==> src/rtl/gesture_uart_rx.sv <==
// gesture_uart_rx
//   UART receiver for host gesture codes with frame/code validation and a
//   consecutive-match confirmation filter driving a held gesture byte.
//
//   Optional feature macro: GESTURE_PARITY_EN
//     defined   -> 8E1 framing (even parity bit after D7)
//     undefined -> 8N1 framing
//
//   Parameters:
//     CLK_HZ        system clock frequency in Hz
//     BAUD          line rate; CLKS_PER_BIT = CLK_HZ / BAUD
//     MAX_CODE      highest legal gesture code
//     CONFIRM_COUNT consecutive identical valid frames needed to commit (1..15)
//
//   Ports:
//     clk           system clock, rising edge
//     reset         asynchronous active-high reset
//     rx            asynchronous serial line, idles high
//     gesture       last committed gesture code, held between commits
//     gesture_valid one-cycle pulse on each commit
//     frame_err     one-cycle pulse per rejected frame (framing/parity/range)
//     busy          high while the receiver is outside IDLE
module gesture_uart_rx #(
    parameter int unsigned CLK_HZ        = 50_000_000,
    parameter int unsigned BAUD          = 115200,
    parameter logic [7:0]  MAX_CODE      = 8'd10,
    parameter int unsigned CONFIRM_COUNT = 2
) (
    input  logic       clk,
    input  logic       reset,
    input  logic       rx,
    output logic [7:0] gesture,
    output logic       gesture_valid,
    output logic       frame_err,
    output logic       busy
);

    localparam int unsigned CLKS_PER_BIT = CLK_HZ / BAUD;
    localparam int unsigned HALF_BIT     = CLKS_PER_BIT / 2;
    localparam int unsigned TW           = $clog2(CLKS_PER_BIT + 1);
    localparam logic [TW-1:0] FULL_LAST  = TW'(CLKS_PER_BIT - 1);
    localparam logic [TW-1:0] HALF_LAST  = TW'(HALF_BIT - 1);
    localparam logic [3:0]    CONFIRM    = 4'(CONFIRM_COUNT);

    typedef enum logic [2:0] {
        S_IDLE,
        S_START,
        S_DATA,
`ifdef GESTURE_PARITY_EN
        S_PARITY,
`endif
        S_STOP
    } state_t;

    logic          rx_meta_q, rx_sync_q;
    logic [1:0]    fill_q;
    logic          line_hi_q, line_hi_d;
    state_t        state_q, state_d;
    logic [TW-1:0] tick_q, tick_d;
    logic [2:0]    bit_q, bit_d;
    logic [7:0]    shift_q, shift_d;
    logic [7:0]    cand_q, cand_d;
    logic [3:0]    cnt_q, cnt_d;
    logic [7:0]    gesture_q, gesture_d;
    logic          gv_q, gv_d;
    logic          fe_q, fe_d;
    logic          busy_q, busy_d;
    logic          frame_ok;
`ifdef GESTURE_PARITY_EN
    logic          par_q, par_d;
`endif

    // Both sync flops reset high, so their contents are meaningless until two
    // clocks after reset. fill_q marks when rx_sync_q reflects the real line;
    // line_hi_q only arms on a genuinely observed high, so a receiver released
    // while rx is low cannot mistake the reset value for an idle line.
    always_ff @(posedge clk or posedge reset) begin
        if (reset) begin
            rx_meta_q <= 1'b1;
            rx_sync_q <= 1'b1;
            fill_q    <= '0;
        end else begin
            rx_meta_q <= rx;
            rx_sync_q <= rx_meta_q;
            fill_q    <= {fill_q[0], 1'b1};
        end
    end

    always_comb begin
        state_d   = state_q;
        tick_d    = tick_q;
        bit_d     = bit_q;
        shift_d   = shift_q;
        cand_d    = cand_q;
        cnt_d     = cnt_q;
        gesture_d = gesture_q;
        gv_d      = 1'b0;
        fe_d      = 1'b0;
        line_hi_d = fill_q[1] & rx_sync_q;
`ifdef GESTURE_PARITY_EN
        par_d     = par_q;
        frame_ok  = rx_sync_q && (shift_q <= MAX_CODE) && !(^{shift_q, par_q});
`else
        frame_ok  = rx_sync_q && (shift_q <= MAX_CODE);
`endif

        case (state_q)
            S_IDLE: begin
                if (line_hi_q && !rx_sync_q) begin
                    state_d = S_START;
                    tick_d  = '0;
                    bit_d   = '0;
                end
            end
            S_START: begin
                if (tick_q == HALF_LAST) begin
                    tick_d  = '0;
                    state_d = rx_sync_q ? S_IDLE : S_DATA;
                end else begin
                    tick_d = tick_q + TW'(1);
                end
            end
            S_DATA: begin
                if (tick_q == FULL_LAST) begin
                    tick_d  = '0;
                    shift_d = {rx_sync_q, shift_q[7:1]};
                    bit_d   = bit_q + 3'd1;
                    if (bit_q == 3'd7) begin
`ifdef GESTURE_PARITY_EN
                        state_d = S_PARITY;
`else
                        state_d = S_STOP;
`endif
                    end
                end else begin
                    tick_d = tick_q + TW'(1);
                end
            end
`ifdef GESTURE_PARITY_EN
            S_PARITY: begin
                if (tick_q == FULL_LAST) begin
                    tick_d  = '0;
                    par_d   = rx_sync_q;
                    state_d = S_STOP;
                end else begin
                    tick_d = tick_q + TW'(1);
                end
            end
`endif
            S_STOP: begin
                if (tick_q == FULL_LAST) begin
                    tick_d  = '0;
                    state_d = S_IDLE;
                    if (!frame_ok) begin
                        fe_d  = 1'b1;
                        cnt_d = '0;
                    end else if (shift_q == cand_q) begin
                        // Saturating count; commit only on the step that
                        // reaches CONFIRM so repeats after a commit stay quiet.
                        if (cnt_q < CONFIRM) begin
                            cnt_d = cnt_q + 4'd1;
                            if (cnt_q + 4'd1 == CONFIRM) begin
                                gesture_d = shift_q;
                                gv_d      = 1'b1;
                            end
                        end
                    end else begin
                        cand_d = shift_q;
                        cnt_d  = 4'd1;
                        if (CONFIRM == 4'd1) begin
                            gesture_d = shift_q;
                            gv_d      = 1'b1;
                        end
                    end
                end else begin
                    tick_d = tick_q + TW'(1);
                end
            end
            default: state_d = S_IDLE;
        endcase

        busy_d = (state_d != S_IDLE);
    end

    always_ff @(posedge clk or posedge reset) begin
        if (reset) begin
            line_hi_q <= 1'b0;
            state_q   <= S_IDLE;
            tick_q    <= '0;
            bit_q     <= '0;
            shift_q   <= '0;
            cand_q    <= '0;
            cnt_q     <= '0;
            gesture_q <= '0;
            gv_q      <= 1'b0;
            fe_q      <= 1'b0;
            busy_q    <= 1'b0;
`ifdef GESTURE_PARITY_EN
            par_q     <= 1'b0;
`endif
        end else begin
            line_hi_q <= line_hi_d;
            state_q   <= state_d;
            tick_q    <= tick_d;
            bit_q     <= bit_d;
            shift_q   <= shift_d;
            cand_q    <= cand_d;
            cnt_q     <= cnt_d;
            gesture_q <= gesture_d;
            gv_q      <= gv_d;
            fe_q      <= fe_d;
            busy_q    <= busy_d;
`ifdef GESTURE_PARITY_EN
            par_q     <= par_d;
`endif
        end
    end

    assign gesture       = gesture_q;
    assign gesture_valid = gv_q;
    assign frame_err     = fe_q;
    assign busy          = busy_q;

endmodule
==> config.mk <==
export PLATFORM = sky130hd
export DESIGN_NAME = gesture_uart_rx
export DESIGN_NICKNAME = d
export VERILOG_FILES = /design/src/rtl/gesture_uart_rx.sv
export SDC_FILE = /design/constraint.sdc
export NUM_CORES = 1
export LEC_CHECK = 0
export CORE_MARGIN = 1.5
export CORE_UTILIZATION = 65
export CTS_BUF_LIST = sky130_fd_sc_hd__clkbuf_2
export CTS_CLUSTER_SIZE = 12
export DETAILED_ROUTE_END_ITERATION = 10
export DONT_BUFFER_PORTS = 1
export HOLD_SLACK_MARGIN = 0.06
export PLACE_DENSITY_LB_ADDON = 0.3
export SLEW_MARGIN = 25
export SYNTH_ARGS = -nofsm -noshare
export SYNTH_HDL_FRONTEND = slang
export SYNTH_SLANG_ARGS = --single-unit
==> constraint.sdc <==
create_clock -name clk -period 5.28 [get_ports clk]
set_input_delay 0.264 -clock clk [delete_from_list [all_inputs] [get_ports clk]]
set_output_delay 0.264 -clock clk [all_outputs]
set_load 0.05 [all_outputs]
==> key figures, run 1 <==
Critical path
  – Slowest CP cell: dfstp_2
  – Worst path cell trace: or4b_4, a211oi_2, nand3_2, nor4_4, mux2_2
  – Buf/Inv on CP: 0
  – CP max stage delay: 0.61 ns
  – Max Fanout on Critical Path: 8
  – Worst EP required: 5.63 ns
  – Startpoint Class: flip-flop
  – Worst EP arrival: 2.81 ns
  – Crit. End Element: flip-flop
  – WS Path Type: flip-flop to flip-flop
  – CP delay by family, top: simple AND/OR/NAND/NOR gates

Clocking
  – Later-pin clock latency in the skew report: 0.42 ns
  – Clock Path Buffers: 2
  – CTS Sinks: 51
  – # resized after CTS: 0
  – Root buf cell: clkbuf_2
  – Clock transition at path regs: 0.26 ns
  – CTS tree: yes
  – Cts bufs inserted: 5
  – H-tree Lvls: 2

Synthesis
  – Ys async rst share: 100%
  – Synth unique cells: 47
  – Syn nets: 213
  – Ys Warns: 0
  – Syn Std Cell Area: 2370 µm²
  – FF+latch count, synth: 51
  – Syn avg cell area: 11.7 µm²
  – Ys flop type: dfrtp_1
  – Number of synthesized flops with an enable pin: 0
  – Mapped Cells: 203
  – Register area share after synthesis: 54.0%

Routing
  – Starting DRC count in detailed routing: 169
  – Wirelength per Cell: 17.6 µm
  – DR vias: 1594
  – DRC Markers: 0
  – Drt first pass iters: 4
  – Total wire length: 4510 µm
  – Final ANT Viol Nets: 0
  – Post-DR vias/cell: 6.20

Floorplan
  – Num rows: 21
  – Core Region: 3420 µm²
  – Die Footprint: 4020 µm²
  – Die Height: 63.4 µm
  – Die X: 63.4 µm
  – Initial Util: 69.4%
  – # IOs: 14

Power and ir drop
  – Tot Pwr: 658 µW
  – Leakage: 1.24 nW
  – Worst IR Drop VDD: 0.237 mV
  – Power per standard cell area: 261 nW/µm²

Placed design
  – Post-DP Area: 2420 µm²
  – Port Buffer Count: 0
  – Routability cong.: 0.859
  – Post-DP HPWL: 3100 µm
  – Dpl cells: 247

Cells and area
  – Fin area: 2520 µm²
  – N_diodes: 0
  – FF+latch area: 1280 µm²
  – Final Non-Filler Cells: 257
  – Layout cell share with drive strength beyond 1: 19.4%
  – Commonest non-fill, non-tap cell in the layout: dfrtp_1
  – Commonest cells after routing, fill and taps aside: dfrtp_1 (49), mux2_2 (18), inv_1 (12)
  – Multi-input logic area: 1040 µm²
  – Core Util, Final: 73.7%
  – Area grow syn2layout: 6.28%
  – Net count reported at finish: 220
  – Fill cells: 243

Timing
  – Final period util: 46.6%
  – Max Fclk: 0.407 GHz
  – Max Clock Skew: 0.0245 ns
  – Setup TNS: 0 ns
  – Final Max Tran Viols: 0
  – Measured slew at the worst slew-check pin: 0.848 ns
  – RSZ-0062 raised after global routing: false
  – Number of setup violations in the final report: 0
  – Relative slew slack: 43.0%
  – Final Hold Fails: 0
  – Final worst path period need: 2.46 ns

Min path
  – Worst min path class: flip-flop to flip-flop

Global route
  – Total congestion overflow: 0
  – Initial antenna violation count: 0
  – Vias in the first global route: 1588
  – Total global-route track usage: 25.2%
  – First-pass GRT wire length: 7600 µm
  – Pin count of the biggest net entering global routing: 52

Outcome
  – Status: completed

Flow run
  – Max-cap viol count: 0
path summary, 6_finish.rpt:
kind,startpoint,to,slack (ns),cells past startpoint
worst min register to register,fill_q[0]$_DFF_PP0_,fill_q[1]$_DFF_PP0_,0.37,0
min in group asynchronous,reset,gesture[2]$_DFFE_PP0P_,0.39,2
worst max register to register,rx_sync_q$_DFF_PP1_,gesture[3]$_DFFE_PP0P_,2.82,5
worst max-delay path,rx_sync_q$_DFF_PP1_,gesture[3]$_DFFE_PP0P_,2.82,5
worst min-delay path,fill_q[0]$_DFF_PP0_,fill_q[1]$_DFF_PP0_,0.37,0
max in group asynchronous,reset,fill_q[0]$_DFF_PP0_,4.36,2
cells by family (layout without fill, tap and decap cells):
family	Yosys count	in the layout	share of synthesized area, %
and+or+nand+nor	65	65	16.7
xor gates and xnor gates	10	10	3.70
DFF	51	51	54.0
other	2	2	0.317
AOI/OAI and AO/OA	33	33	9.82
muxes	20	20	9.40
adders and majority gates	7	7	3.70
buffers and inverters	15	23	2.38
registers in the layout, summed over array words and instances, names as in the netlist, 2 cells and up:
signal / cells
gesture: 8
fill_q: 2
state_q: 3
bit_q: 3
tick_q: 9
shift_q: 8
cnt_q: 4
cand_q: 8
worst register-to-register path, cell delays in order, from the launching register on:
cell	delay, ns
dfstp_2	0.61
or4b_4	0.48
a211oi_2	0.28
nand3_2	0.15
nor4_4	0.48
mux2_2	0.41
repair_timing:
action,in CTS,in global routing
hold endpoints to repair,50,0
hold buffers,2,0
setup buffers,0,0
Yosys cell counts (2+ instances only):
master / number / area, µm²
o21ai_0: 7 / 35.0
a21oi_1: 4 / 20.0
inv_1: 13 / 48.8
and3_1: 3 / 18.8
ha_1: 7 / 87.6
nand2_1: 11 / 41.3
nor2b_1: 6 / 37.5
nand3b_1: 3 / 22.5
nor3_1: 4 / 20.0
mux2_2: 18 / 203
nor2_1: 10 / 37.5
o31ai_1: 5 / 37.5
dfstp_2: 2 / 52.6
a22o_1: 3 / 26.3
and2b_2: 4 / 35.0
nor4_1: 5 / 31.3
o21a_1: 2 / 15.0
and2_1: 3 / 18.8
xor2_1: 9 / 78.8
nand4_1: 2 / 12.5
nand2b_1: 2 / 12.5
nand3_1: 5 / 25.0
mux2i_1: 2 / 20.0
dfrtp_1: 49 / 1230
conb_1: 2 / 7.51
power breakdown:
group | leakage [nW] | total [mW] | switching [mW] | internal, mW
sequential | 0.695 | 0.413 | 0.0125 | 0.401
clock | 0.0436 | 0.207 | 0.125 | 0.0829
combinational | 0.503 | 0.0378 | 0.0238 | 0.0141
total | 1.24 | 0.658 | 0.161 | 0.498
through the flow:
step                hold slack [ns]  setup WS, ns
floorplan                     0.268          3.06
global placement              0.269          2.96
detailed placement            0.269          2.83
CTS                           0.345          2.81
global route                  0.312          2.75
finish                        0.366          2.82
layout make-up:
class	count	area share (%)
well taps	46	2.29
clock inverters	3	1.89
inverters	13	1.99
multi-input cells	137	41.3
clock buffers	5	0.994
repair buffers	2	0.795
flip-flops and latches	51	50.8
per-layer routing:
metal	vias up	GRT usage, %	share of wire (%)
met5	-	0	0
met4	0	12.0	3.5
met3	15	5.71	4.2
met2	54	41.2	51
met1	793	31.7	42
li1	732	-	-
Power figures use the tool's default switching activity.
==> inputs of run 2 (changes only) <==
- CORE_UTILIZATION: 65 -> 59
- clock period: 5.28 -> 2.2 ns (I/O delays scaled with it)
==> run 2 against run 1 <==
- the flow now finishes with violations (setup timing)
- non-clock buffer count grew 18
- sequential power grew 140%
- combinational power grew to 2.6 times the previous value
- critical path type unchanged
- critical endpoint is now gesture[1]$_DFFE_PP0P_
==> key figures, run 2 (synthesis gave the netlist of run 1 again) <==
Clocking
  – Later-pin clock latency in the skew report: 0.42 ns (about the same)
  – H-tree Lvls: 2 (unchanged)
  – Root buf cell: clkbuf_2
  – Clock Path Buffers: 2 (unchanged)
  – Cts bufs inserted: 5 (unchanged)
  – CTS tree: yes
  – Clock transition at path regs: 0.24 ns (-0.02 ns)
  – CTS Sinks: 51 (unchanged)

Power and ir drop
  – Tot Pwr: 1.45 mW (+120%)
  – Leakage: 1.33 nW (+6.9%)
  – Power per standard cell area: 550 nW/µm² (+110%)
  – Worst IR Drop VDD: 0.433 mV (+82%)

Floorplan
  – Num rows: 22 (+4.8%)
  – Initial Util: 62.8% (-6.5 points)
  – Die X: 66.4 µm (+4.7%)
  – Core Region: 3770 µm² (+10%)
  – # IOs: 14 (unchanged)
  – Die Height: 66.4 µm (+4.7%)
  – Die Footprint: 4410 µm² (+9.7%)

Outcome
  – Status: complete, but fails checks
  – Failing checks: setup timing

Timing
  – Final Hold Fails: 0 (unchanged)
  – Max Clock Skew: 0.0223 ns (-0.00218 ns)
  – Measured slew at the worst slew-check pin: 0.846 ns (-0.00133 ns)
  – RSZ-0062 raised after global routing: true
  – Final worst path period need: 2.22 ns (-0.242 ns)
  – Setup TNS: -0.0577 ns (-0.0577 ns)
  – Max Fclk: 0.451 GHz (+11%)
  – Number of setup violations in the final report: 8 (+8)
  – Final period util: 101% (+54 points)
  – Final Max Tran Viols: 0 (unchanged)
  – Relative slew slack: 43.5% (+0.51 points)
  – Setup WS post-layout: -0.0176 ns (-2.84 ns)

Global route
  – Initial antenna violation count: 0 (unchanged)
  – Vias in the first global route: 1631 (+2.7%)
  – Pin count of the biggest net entering global routing: 52 (unchanged)
  – Total global-route track usage: 22.4% (-2.7 points)
  – Total congestion overflow: 0 (unchanged)
  – First-pass GRT wire length: 7280 µm (-4.3%)

Routing
  – Total wire length: 4440 µm (-1.6%)
  – Wirelength per Cell: 16.0 µm (-8.7%)
  – DRC Markers: 0 (unchanged)
  – Starting DRC count in detailed routing: 88 (-48%)
  – Post-DR vias/cell: 5.65 (-9.0%)
  – Drt first pass iters: 4 (unchanged)
  – DR vias: 1564 (-1.9%)
  – Final ANT Viol Nets: 0 (unchanged)

Cells and area
  – Largest reg by FF count: tick_q
  – N_diodes: 0 (unchanged)
  – Number of flip-flops in the largest register: 9 (unchanged)
  – Commonest non-fill, non-tap cell in the layout: dfrtp_1
  – Net count reported at finish: 238 (+8.2%)
  – Commonest cells after routing, fill and taps aside: dfrtp_1 (49), mux2_2 (18), buf_4 (18)
  – Area grow syn2layout: 11.3%
  – Layout cell share with drive strength beyond 1: 26.2% (+6.8 points)
  – Core Util, Final: 69.9% (-3.8 points)

Critical path
  – CP delay by family, top: simple AND/OR/NAND/NOR gates
  – Worst EP arrival: 2.56 ns (-0.25 ns)
  – Max Fanout on Critical Path: 5 (-3)
  – Slowest CP cell: dfstp_2
  – Worst EP required: 2.54 ns (-3.09 ns)
  – Crit. End Element: flip-flop
  – Worst path cell trace: or4b_4, a211oi_4, nand3_2, nor4_4, mux2_2
  – WS Path Type: flip-flop to flip-flop
  – Buf/Inv on CP: 0 (unchanged)
  – CP max stage delay: 0.58 ns (-0.03 ns)
  – Startpoint Class: flip-flop

Flow run
  – Max-cap viol count: 0 (unchanged)

Placed design
  – Routability cong.: 0.831 (-3.3%)
  – Post-DP HPWL: 3200 µm (+3.4%)
  – Port Buffer Count: 0 (unchanged)

Min path
  – Worst min path class: input pin to flip-flop
-- run 2: worst reg2reg max path: cells and delay by family (launching register included) --
family          cells  cell delay, ns
flops               1            0.58
compound gates      1            0.19
mux                 1            0.39
simple gates        3            0.99
-- run 2: stage by stage --
stage	hold WS, ns	instance area (µm²)	std cells	setup slack, ns
global route	0.151	2640	277	-0.0962
CTS	0.187	2620	276	0.00277
global placement	0.115	2550	266	-0.00860
detailed placement	0.115	2550	266	-0.0680
floorplan	0.114	2370	203	-0.0200
finish	0.212	2640	277	-0.0176
-- run 2: where the power goes --
part           switching (mW)  internal (mW)
Clock                   0.275         0.0868
Combinational          0.0606         0.0397
Sequential             0.0277          0.961
-- run 2: repair_timing --
item | in CTS | in global routing
gates resized for setup | 1 | 2
setup buffers | 0 | 1
endpoints found under the hold margin | 50 | 0
hold buffers | 2 | 0
pin swaps | 1 | 4
setup endpoints to repair | 8 | 15
cloned | 0 | 0
-- run 2: layout make-up --
cell class,count,area [µm²]
timing repair buffer,20,155
fill,277,1130
sequential,51,1280
clock inverter,1,5.00
clock buffer,7,35.0
tap,48,60.1
multi-input combinational,137,1050
inverter,13,50.0
-- run 2: final timing paths --
check                                    start                endpoint  slack, ns  cells after the start
setup reg to reg           rx_sync_q$_DFF_PP1_  gesture[1]$_DFFE_PP0P_      -0.02                      5
max in group asynchronous                reset   cand_q[4]$_DFFE_PP0P_       1.44                      2
setup / recovery           rx_sync_q$_DFF_PP1_  gesture[1]$_DFFE_PP0P_      -0.02                      5
hold reg to reg            rx_meta_q$_DFF_PP1_     rx_sync_q$_DFF_PP1_       0.38                      0
hold / removal                              rx     rx_meta_q$_DFF_PP1_       0.21                      1
min in group asynchronous                reset  gesture[7]$_DFFE_PP0P_       0.25                      2
-- run 2: per-layer routing --
layer  vias to the layer above  GRT usage, %  part of all wire [%]
met5                         -             0                     0
met4                         0          8.16                  0.54
met3                         2          6.13                   3.3
met2                        36          36.4                    51
met1                       766          28.7                    45
li1                        760             -                     -
==> inputs of run 3 (changes only) <==
- PLACE_DENSITY: unset -> 0.78
- PLACE_DENSITY_LB_ADDON: 0.3 -> unset
==> run 3 against run 2 <==
- the run now ends clean
- core utilization rose by 2.8 points
- sequential share of layout area shrank 1.8 points
- critical endpoint is now gesture[6]$_DFFE_PP0P_
- global-route usage up 0.45 points
- wire length increased by 3.1%
- sequential cell count unchanged
- non-clock buffer count up 7
- combinational power grew 14%
- critical path depth is 2 higher
- die area is the same
- design area rose by 4.0%
- via count up 7.2%
==> key figures, run 3 (synthesis gave the netlist of run 1 again) <==
Timing
  – Hold_ws: 0.205 ns (-0.00718 ns)
  – Max Fclk: 0.465 GHz (+3.0%)
  – Relative slew slack: 44.3% (+0.75 points)
  – Final worst path period need: 2.15 ns (-0.0652 ns)
  – Measured slew at the worst slew-check pin: 0.835 ns (-0.0112 ns)
  – Number of setup violations in the final report: 0 (-8)
  – Setup WS post-layout: 0.0476 ns (+0.0652 ns)
  – Max Clock Skew: 0.0261 ns (+0.00379 ns)
  – Final Hold Fails: 0 (unchanged)
  – Setup TNS: 0 ns (+0.0577 ns)
  – RSZ-0062 raised after global routing: true
  – Final Max Tran Viols: 0 (unchanged)
  – Final period util: 97.8% (-3.0 points)

Clocking
  – Clock transition at path regs: 0.25 ns (about the same)
  – Clock Path Buffers: 2 (unchanged)
  – Later-pin clock latency in the skew report: 0.43 ns (about the same)
  – Cts bufs inserted: 5 (unchanged)
  – Root buf cell: clkbuf_2
  – H-tree Lvls: 2 (unchanged)
  – CTS tree: yes
  – CTS Sinks: 51 (unchanged)

Critical path
  – R2R Setup Slk: 0.05 ns (+0.07 ns)
  – Slowest CP cell: dfrtp_2
  – Worst EP required: 2.56 ns (+0.02 ns)
  – Worst path cell trace: nand3b_1, nor3_2, nand4_1, nor4_4, buf_4, buf_6, and2b_2
  – WS Path Type: flip-flop to flip-flop
  – Crit. End Element: flip-flop
  – Max Fanout on Critical Path: 5 (unchanged)
  – Startpoint Class: flip-flop
  – CP delay by family, top: simple AND/OR/NAND/NOR gates
  – CP max stage delay: 0.49 ns (-0.09 ns)
  – Worst EP arrival: 2.51 ns (-0.05 ns)
  – Buf/Inv on CP: 2 (+2)

Cells and area
  – Net count reported at finish: 245 (+2.9%)
  – Core Util, Final: 72.7% (+2.8 points)
  – Commonest cells after routing, fill and taps aside: dfrtp_1 (48), buf_4 (24), mux2_2 (14)
  – Layout cell share with drive strength beyond 1: 28.4% (+2.2 points)
  – Commonest non-fill, non-tap cell in the layout: dfrtp_1
  – Area grow syn2layout: 15.7%
  – Largest reg by FF count: tick_q
  – Fin area: 2740 µm² (+4.0%)
  – N_diodes: 0 (unchanged)
  – Number of flip-flops in the largest register: 9 (unchanged)

Floorplan
  – Die Footprint: 4410 µm² (unchanged)
  – # IOs: 14 (unchanged)
  – Die X: 66.4 µm (unchanged)
  – Initial Util: 62.8% (unchanged)
  – Die Height: 66.4 µm (unchanged)
  – Core Region: 3770 µm² (unchanged)
  – Num rows: 22 (unchanged)

Routing
  – DRC Markers: 0 (unchanged)
  – Drt first pass iters: 4 (unchanged)
  – Total wire length: 4580 µm (+3.1%)
  – Post-DR vias/cell: 5.90 (+4.5%)
  – Starting DRC count in detailed routing: 202 (+130%)
  – Final ANT Viol Nets: 0 (unchanged)
  – Wirelength per Cell: 16.1 µm (+0.59%)
  – DR vias: 1676 (+7.2%)

Global route
  – Vias in the first global route: 1677 (+2.8%)
  – Total congestion overflow: 0 (unchanged)
  – Total global-route track usage: 22.9% (+0.45 points)
  – First-pass GRT wire length: 7520 µm (+3.3%)
  – Pin count of the biggest net entering global routing: 52 (unchanged)
  – Initial antenna violation count: 0 (unchanged)

Placed design
  – Setup WS pre-CTS: -0.0737 ns (-0.00563 ns)
  – Port Buffer Count: 0 (unchanged)
  – Post-DP Area: 2560 µm² (+0.59%)
  – Post-DP HPWL: 3140 µm (-2.0%)
  – Routability cong.: 0.837 (+0.69%)

Min path
  – Worst min path class: input pin to flip-flop

Power and ir drop
  – Leakage: 1.37 nW (+3.3%)
  – Power per standard cell area: 571 nW/µm² (+3.8%)
  – Worst IR Drop VDD: 0.343 mV (-21%)

Outcome
  – Status: completed

Flow run
  – Max-cap viol count: 0 (unchanged)
run 3: layer usage:
layer	wire [µm]	global-route usage, %	part of all wire [%]
met5	0	0	0
met4	77	6.89	1.7
met3	250	5.79	5.5
met2	2310	39.5	50
met1	1940	28.1	42
run 3: through the flow:
| step | total power, mW | std cells |
|---|---|---|
| after CTS | 1.57 | 280 |
| after global placement | 1.09 | 268 |
| after detailed placement | 1.10 | 268 |
| after global routing | 1.64 | 284 |
| final | 1.57 | 284 |
| after floorplan | 1.07 | 203 |
run 3: repair_timing:
item	CTS	global route
hold buffers	2	0
endpoints found under the hold margin	50	0
buffers inserted	2	4
pin swaps	0	4
resized for setup	2	8
setup endpoints to repair	8	12
run 3: cell type report:
type	count	area [µm²]
sequential	51	1280
tap	48	60.1
timing repair buffer	27	211
fill	269	1030
clock buffer	5	25.0
multi-input combinational	137	1080
inverter	13	50.0
clock inverter	3	38.8
run 3: worst reg2reg max path, cell delays in order (launching register included):
cell,delay (ns)
dfrtp_2,0.49
nand3b_1,0.31
nor3_2,0.29
nand4_1,0.21
nor4_4,0.29
buf_4,0.20
buf_6,0.10
and2b_2,0.20
run 3: where the power goes:
group / leakage, nW / switching [mW] / internal [mW]
Combinational: 0.637 / 0.0654 / 0.0487
Clock: 0.0404 / 0.276 / 0.187
Sequential: 0.694 / 0.0279 / 0.961
Total: 1.37 / 0.369 / 1.20
run 3: path summary, 6_finish.rpt:
kind	start	end	cells after the start
hold / removal	rx	rx_meta_q$_DFF_PP1_	1
hold reg to reg	rx_meta_q$_DFF_PP1_	rx_sync_q$_DFF_PP1_	0
min in group asynchronous	reset	gesture[6]$_DFFE_PP0P_	2
max in group asynchronous	reset	tick_q[2]$_DFFE_PP0P_	2
setup reg to reg	tick_q[2]$_DFFE_PP0P_	gesture[6]$_DFFE_PP0P_	7
setup / recovery	tick_q[2]$_DFFE_PP0P_	gesture[6]$_DFFE_PP0P_	7
